### src/rtl/trace_capture_writer_pkg.sv
// Shared defaults and state encoding for the trace capture writer.
package trace_capture_pkg;

  localparam int TRACE_ADDR_W = 14;
  localparam int TRACE_DATA_W = 32;
  localparam int TRACE_DEPTH  = 1 << TRACE_ADDR_W;

  typedef enum logic [1:0] {
    ST_IDLE = 2'd0,
    ST_PRE  = 2'd1,
    ST_POST = 2'd2,
    ST_DONE = 2'd3
  } state_t;

endpackage

### src/rtl/trace_capture_writer_if.sv
// Trace word stream (valid/ready) and trace memory write port bundles.
interface trace_stream_if #(
  parameter int DATA_W = trace_capture_pkg::TRACE_DATA_W
) ();
  logic [DATA_W-1:0] st_data;
  logic              st_valid;
  logic              st_ready;

  modport master (output st_data, output st_valid, input  st_ready);
  modport slave  (input  st_data, input  st_valid, output st_ready);
endinterface

interface trace_mem_if #(
  parameter int ADDR_W = trace_capture_pkg::TRACE_ADDR_W,
  parameter int DATA_W = trace_capture_pkg::TRACE_DATA_W
) ();
  logic [ADDR_W-1:0] mem_address;
  logic [3:0]        mem_byteenable;
  logic              mem_chipselect;
  logic              mem_write;
  logic [DATA_W-1:0] mem_writedata;

  modport master (
    output mem_address, output mem_byteenable, output mem_chipselect,
    output mem_write, output mem_writedata
  );
  modport slave (
    input mem_address, input mem_byteenable, input mem_chipselect,
    input mem_write, input mem_writedata
  );
endinterface

### src/rtl/trace_capture_writer.sv
// Circular pre/post-trigger trace capture into a write-only trace memory.
// Memory write lands one cycle after each accepted word; st_ready is high only in PRE/POST.
module trace_capture_writer
  import trace_capture_pkg::*;
#(
  parameter int ADDR_W = TRACE_ADDR_W,
  parameter int DATA_W = TRACE_DATA_W,
  parameter int DEPTH  = TRACE_DEPTH
) (
  input  logic              clk,
  input  logic              reset_n,
  trace_stream_if.slave     st,
  trace_mem_if.master       mem,
  input  logic              arm,
  input  logic              abort,
  input  logic              trigger,
  input  logic [ADDR_W-1:0] post_count,
  output logic [1:0]        state,
  output logic              done,
  output logic              wrapped,
  output logic [ADDR_W-1:0] trig_addr,
  output logic [ADDR_W-1:0] wr_ptr
);

  localparam logic [ADDR_W-1:0] LAST_ADDR = ADDR_W'(DEPTH - 1);

  // Reset asserts asynchronously but releases on a clock edge.
  logic [1:0] rst_sync;
  logic       rst_n;

  always_ff @(posedge clk or negedge reset_n) begin
    if (!reset_n) rst_sync <= 2'b00;
    else          rst_sync <= {rst_sync[0], 1'b1};
  end
  assign rst_n = rst_sync[1];

  state_t            state_q, state_d;
  logic [ADDR_W-1:0] rem_q, rem_d;
  logic [ADDR_W-1:0] trig_q, trig_d;
  logic [ADDR_W-1:0] ptr_q, ptr_d;
  logic              wrap_q, wrap_d;
  logic              ready;
  logic              xfer;

  logic              wr_q;
  logic [ADDR_W-1:0] addr_q;
  logic [DATA_W-1:0] data_q;

  assign ready = (state_q == ST_PRE) || (state_q == ST_POST);
  assign xfer  = st.st_valid && ready;

  always_ff @(posedge clk or negedge rst_n) begin
    if (!rst_n) begin
      state_q <= ST_IDLE;
      rem_q   <= '0;
      trig_q  <= '0;
      ptr_q   <= '0;
      wrap_q  <= 1'b0;
    end else begin
      state_q <= state_d;
      rem_q   <= rem_d;
      trig_q  <= trig_d;
      ptr_q   <= ptr_d;
      wrap_q  <= wrap_d;
    end
  end

  always_comb begin
    state_d = state_q;
    rem_d   = rem_q;
    trig_d  = trig_q;
    ptr_d   = ptr_q;
    wrap_d  = wrap_q;

    // A word already handshaken is always stored, even in an abort cycle.
    if (xfer) begin
      ptr_d = ptr_q + 1'b1;
      if (ptr_q == LAST_ADDR) wrap_d = 1'b1;
    end

    if (abort) begin
      state_d = ST_IDLE;
    end else begin
      case (state_q)
        ST_IDLE, ST_DONE: begin
          if (arm) begin
            state_d = ST_PRE;
            ptr_d   = '0;
            wrap_d  = 1'b0;
            trig_d  = '0;
          end
        end
        ST_PRE: begin
          // Without a word this cycle, the next word lands at trig_addr and counts as post.
          if (trigger) begin
            trig_d  = ptr_q;
            rem_d   = post_count;
            state_d = (post_count == '0) ? ST_DONE : ST_POST;
          end
        end
        ST_POST: begin
          if (xfer) begin
            rem_d = rem_q - 1'b1;
            if (rem_q == ADDR_W'(1)) state_d = ST_DONE;
          end
        end
        default: state_d = ST_IDLE;
      endcase
    end
  end

  always_ff @(posedge clk or negedge rst_n) begin
    if (!rst_n) begin
      wr_q   <= 1'b0;
      addr_q <= '0;
      data_q <= '0;
    end else begin
      wr_q <= xfer;
      if (xfer) begin
        addr_q <= ptr_q;
        data_q <= st.st_data;
      end
    end
  end

  assign st.st_ready        = ready;
  assign mem.mem_write      = wr_q;
  assign mem.mem_chipselect = wr_q;
  assign mem.mem_address    = addr_q;
  assign mem.mem_writedata  = data_q;
  assign mem.mem_byteenable = 4'hF;

  assign state     = state_q;
  assign done      = (state_q == ST_DONE);
  assign wrapped   = wrap_q;
  assign trig_addr = trig_q;
  assign wr_ptr    = ptr_q;

endmodule

### src/flat_wrapper.sv
// flat-port wrapper written by rule: the top's interface ports become plain ports
module trace_capture_writer_flat import trace_capture_pkg::*;
#(
  parameter int ADDR_W = TRACE_ADDR_W,
  parameter int DATA_W = TRACE_DATA_W,
  parameter int DEPTH  = TRACE_DEPTH
)
  (clk, reset_n, arm, abort, trigger, post_count, state, done, wrapped, trig_addr, wr_ptr, st_st_data, st_st_valid, st_st_ready, mem_mem_address, mem_mem_byteenable, mem_mem_chipselect, mem_mem_write, mem_mem_writedata);
  trace_stream_if #(.DATA_W(DATA_W)) st_i ();
  trace_mem_if #(.ADDR_W(ADDR_W), .DATA_W(DATA_W)) mem_i ();
  input  logic clk;
  input  logic reset_n;
  input  logic arm;
  input  logic abort;
  input  logic trigger;
  input  logic [ADDR_W-1:0] post_count;
  output logic [1:0] state;
  output logic done;
  output logic wrapped;
  output logic [ADDR_W-1:0] trig_addr;
  output logic [ADDR_W-1:0] wr_ptr;
  input wire logic [$bits(st_i.st_data)-1:0] st_st_data;
  input wire logic [$bits(st_i.st_valid)-1:0] st_st_valid;
  output wire logic [$bits(st_i.st_ready)-1:0] st_st_ready;
  output wire logic [$bits(mem_i.mem_address)-1:0] mem_mem_address;
  output wire logic [$bits(mem_i.mem_byteenable)-1:0] mem_mem_byteenable;
  output wire logic [$bits(mem_i.mem_chipselect)-1:0] mem_mem_chipselect;
  output wire logic [$bits(mem_i.mem_write)-1:0] mem_mem_write;
  output wire logic [$bits(mem_i.mem_writedata)-1:0] mem_mem_writedata;
  assign st_i.st_data = st_st_data;
  assign st_i.st_valid = st_st_valid;
  assign st_st_ready = st_i.st_ready;
  assign mem_mem_address = mem_i.mem_address;
  assign mem_mem_byteenable = mem_i.mem_byteenable;
  assign mem_mem_chipselect = mem_i.mem_chipselect;
  assign mem_mem_write = mem_i.mem_write;
  assign mem_mem_writedata = mem_i.mem_writedata;
  trace_capture_writer #(.ADDR_W(ADDR_W), .DATA_W(DATA_W), .DEPTH(DEPTH)) u_core (.clk(clk), .reset_n(reset_n), .st(st_i), .mem(mem_i), .arm(arm), .abort(abort), .trigger(trigger), .post_count(post_count), .state(state), .done(done), .wrapped(wrapped), .trig_addr(trig_addr), .wr_ptr(wr_ptr));
endmodule
### config.mk
export PLATFORM = sky130hd
export DESIGN_NAME = trace_capture_writer_flat
export DESIGN_NICKNAME = d
export VERILOG_FILES = /design/src/rtl/trace_capture_writer_pkg.sv /design/src/rtl/trace_capture_writer_if.sv /design/src/rtl/trace_capture_writer.sv /design/src/flat_wrapper.sv
export SDC_FILE = /design/constraint.sdc
export NUM_CORES = 1
export LEC_CHECK = 0
export ABC_AREA = 0
export BUFFER_PORTS_ARGS = -buffer_cell sky130_fd_sc_hd__clkbuf_2
export CORE_ASPECT_RATIO = 0.8
export CORE_MARGIN = 2
export CORE_UTILIZATION = 51
export DETAILED_ROUTE_END_ITERATION = 8
export PLACE_DENSITY = 0.87
export SETUP_SLACK_MARGIN = 0.1
export SKIP_LAST_GASP = 1
export SYNTH_ARGS = -nofsm -noshare
export SYNTH_HDL_FRONTEND = slang
export SYNTH_SLANG_ARGS = --single-unit
### constraint.sdc
create_clock -name clk -period 3.05 [get_ports clk]
set_input_delay 0.4575 -clock clk [delete_from_list [all_inputs] [get_ports clk]]
set_output_delay 0.4575 -clock clk [all_outputs]
set_load 0.02 [all_outputs]
==> results.json <==
{
  "status": "finished clean",
  "core_sq_mm": 0.00841,
  "die_w_um": 108,
  "grt_pass1_wl_um": 17000,
  "nNetsFinal": 665,
  "p_leak_nw": 2.80,
  "p_seq_share_pct": 43.4,
  "syn_area_sq_mm": 0.00438,
  "path_class": "register to register",
  "slew_headroom_pct": 29.3,
  "worstRegToRegCells": 6,
  "grtUsageTotal_pct": 22.8,
  "whs_endpoint": "u_core.mem.mem_writedata[1]$_DFFE_PN0P_",
  "antenna_found_initial": 0,
  "setup_viol": 0,
  "power_frac_clock_pct": 17.9,
  "post-route-period-util_pct": 84.4,
  "tightest_slew_ps": 1060,
  "cp-end-kind": "register",
  "grt_setup_unrepaired": "no",
  "root_buffer": "clkbuf_8",
  "hold_class": "primary input to register",
  "final-max-slew-violation-count": 0,
  "grt_pass1_vias": 3693,
  "fin_crit_ps": 2570,
  "skew_ps": 15.7,
  "vias": 3858,
  "synth.avg_cell_area_sq_um": 9.14,
  "firstDrtPassIters": 5,
  "synth_cell_type_count": 48,
  "ys_seq_area_share_pct": 53.7,
  "intPower_mw": 2.52,
  "drive_above_1_share_pct": 26.7,
  "critical-path-max-stage-delay_ps": 590,
  "ys_ff_latch": 94,
  "r2r-start": "u_core.state[1]$_DFFE_PN0P_",
  "gp_congestion": 0.958,
  "wl_per_cell_um": 14.6,
  "rrSetupSlack_ps": 480,
  "cts_tree": "built",
  "dr.first_iter.drc_count": 253,
  "cp.required_ps": 3290,
  "final_area_sq_mm": 0.00529,
  "hpwl_um": 7690,
  "slowest_stage": "or3_1",
  "path_clk_slew_ps": 110,
  "cpMostUsedCell": "inv_1",
  "fmax_mhz": 389,
  "placed_cell_area_sq_mm": 0.00509,
  "synthTopCellsByArea": "dfrtp_1, nand2_1, mux2i_1",
  "yosys.area.top_type": "dfrtp_1",
  "via_per_inst": 5.34,
  "grt_remaining_overflow": 0,
  "synth_warnings": 0,
  "irDropWorstVdd_v": 0.000509,
  "die_h_um": 86.9,
  "synth.most_common_cell": "nand2_1",
  "diodes": 0,
  "synth_common_cells": "nand2_1, dfrtp_1, inv_1",
  "synth_enable_flop_cells": 0,
  "drc": 0,
  "cts.sinks": 94,
  "critPathBufInv": 2,
  "die-area_sq_mm": 0.00935,
  "p_comb_share_pct": 38.7,
  "tns_ps": 0,
  "fillers": 712,
  "power.density_mw_per_mm2": 836,
  "cap_viol_max_count": 0,
  "setup.worst_path.start_class": "register",
  "p_sw_mw": 1.91,
  "clock_latency_ps": 360,
  "grt_max_degree": 84,
  "row_count": 30,
  "hold_viol": 0,
  "ant_nets": 0,
  "synth_top_area_share_pct": 53.7,
  "path_cells": "inv_1 > ha_1 > mux2i_1 > or3_1 > a222oi_1 > inv_1",
  "numPortBuffers": 132,
  "cts_buffer_depth": 2,
  "cts_max_level": 3,
  "cts_buffers": 9,
  "wl_um": 10600,
  "min_path_cells": 3,
  "async_reset_ff_share_pct": 100,
  "crit_family": "simple AND/OR/NAND/NOR gates",
  "switching_share_pct": 43.1,
  "crit_arrival_ps": 2810,
  "synthCells": 479,
  "synthToLayoutAreaGrowth_pct": 20.9,
  "synthFlopType": "dfrtp_1",
  "ctsResizeCount": 0,
  "timing.rr.end": "u_core.rem_q[3]$_DFFE_PN0P_",
  "io-pin-count": 137,
  "start_util_pct": 52.1,
  "hold_start": "st_st_data[1]",
  "cp_max_fo": 19
}
==> how the worst max path moves through the flow <==
stage | start | end | slack, ps | cells after the start
after floorplan | u_core.rst_sync[1]$_DFF_PN0_ | u_core.mem.mem_address[0]$_DFFE_PN0P_ | 240 | 0
after global placement | u_core.state[1]$_DFFE_PN0P_ | u_core.rem_q[3]$_DFFE_PN0P_ | 680 | 6
after detailed placement | u_core.state[1]$_DFFE_PN0P_ | u_core.rem_q[3]$_DFFE_PN0P_ | 510 | 6
after CTS | u_core.state[1]$_DFFE_PN0P_ | u_core.rem_q[3]$_DFFE_PN0P_ | 500 | 6
after global routing | u_core.state[1]$_DFFE_PN0P_ | u_core.rem_q[3]$_DFFE_PN0P_ | 330 | 6
final | u_core.state[1]$_DFFE_PN0P_ | u_core.rem_q[3]$_DFFE_PN0P_ | 480 | 6
==> cells by family (layout without fill, tap and decap cells) <==
logic type                 after synthesis  after routing  share of synthesized area [%]
adders and majority gates                7              7                           2.00
AOI/OAI and AO/OA                       44             44                           7.09
muxes                                   17             17                           3.91
xor gates and xnor gates                 9              9                           1.80
other                                    1              5                         0.0856
buffers and inverters                   58            186                           6.26
DFF                                     94             94                           53.7
and+or+nand+nor                        249            249                           25.1
==> through the flow <==
| step | total power, mW | worst slack, ps | utilization, % | hold WS (ps) | cells |
|---|---|---|---|---|---|
| floorplan | 3.10 | 238 | - | 162 | 483 |
| global placement | 3.58 | 682 | 60.6 | 245 | 706 |
| detailed placement | 3.66 | 514 | 60.6 | 248 | 706 |
| CTS | 4.45 | 504 | 62.9 | 268 | 723 |
| global route | 4.71 | 327 | 62.9 | 282 | 723 |
| finish | 4.43 | 476 | 62.9 | 281 | 723 |
==> sequential cells by signal, summed over array words and instances, names as in the netlist <==
register / cells
u_core.mem.mem_writedata: 32
u_core.trig_addr: 14
u_core.wrapped: 1
u_core.wr_ptr: 14
u_core.rem_q: 14
u_core.mem.mem_address: 14
u_core.mem.mem_chipselect: 1
u_core.rst_sync: 2
u_core.state: 2
==> routing by layer <==
layer	up-vias	part of all wire, %	track usage [%]	wire length, um
li1	1838	-	-	-
met1	1812	42	29.8	4410
met2	184	49	38.3	5130
met3	24	6.9	3.74	728
met4	0	2.7	9.44	289
met5	-	0	0	0
==> layout make-up <==
cell class,count,area (sq um),area share (%)
clock buffer,9,124,2.34
inverter,29,109,2.06
sequential,94,2360,44.5
clock inverter,7,65.1,1.23
timing repair buffer,141,731,13.8
multi-input combinational,331,1770,33.4
tap,112,140,2.65
==> worst reg2reg max path: cells and delay by family, from the launching register on <==
kind            cells  cell delay, ps
compound gates      1             400
fa+ha+maj           1             570
buf+inv             2             150
flops               1             450
mux                 1             320
simple gates        1             590
==> cell usage in the layout (no fill, tap or decap), types with 3 or more instances in the layout <==
cell type	synthesis	final
nor3_1	13	13
mux2i_1	16	16
or3_1	4	4
conb_1	1	5
a2bb2oi_1	4	4
nor4_1	9	9
inv_1	29	29
nand3_1	9	9
nor2_1	20	20
nor4b_1	3	3
dfrtp_1	94	93
nand4b_1	4	4
xnor2_1	7	7
buf_4	5	8
nand2_1	166	166
clkbuf_2	0	132
nor3b_1	3	3
o22ai_1	7	7
a21oi_1	8	8
ha_1	7	7
clkbuf_8	0	9
o21ai_0	10	10
nand4_1	10	10
==> what timing repair did <==
| item | CTS | global route |
|---|---|---|
| hold buffers | 1 | 0 |
| buffers inserted | 0 | 0 |
| hold endpoints to repair | 2 | 0 |
==> power groups by stage <==
| stage | combinational [mW] | sequential (mW) | clock, mW |
|---|---|---|---|
| after floorplan | 0.939 | 2.16 | 0 |
| after CTS | 1.72 | 1.92 | 0.816 |
| after global placement | 1.66 | 1.92 | 0 |
| after detailed placement | 1.73 | 1.93 | 0 |
| after global routing | 1.87 | 1.97 | 0.865 |
| final | 1.71 | 1.92 | 0.793 |
Power figures use the tool's default switching activity.
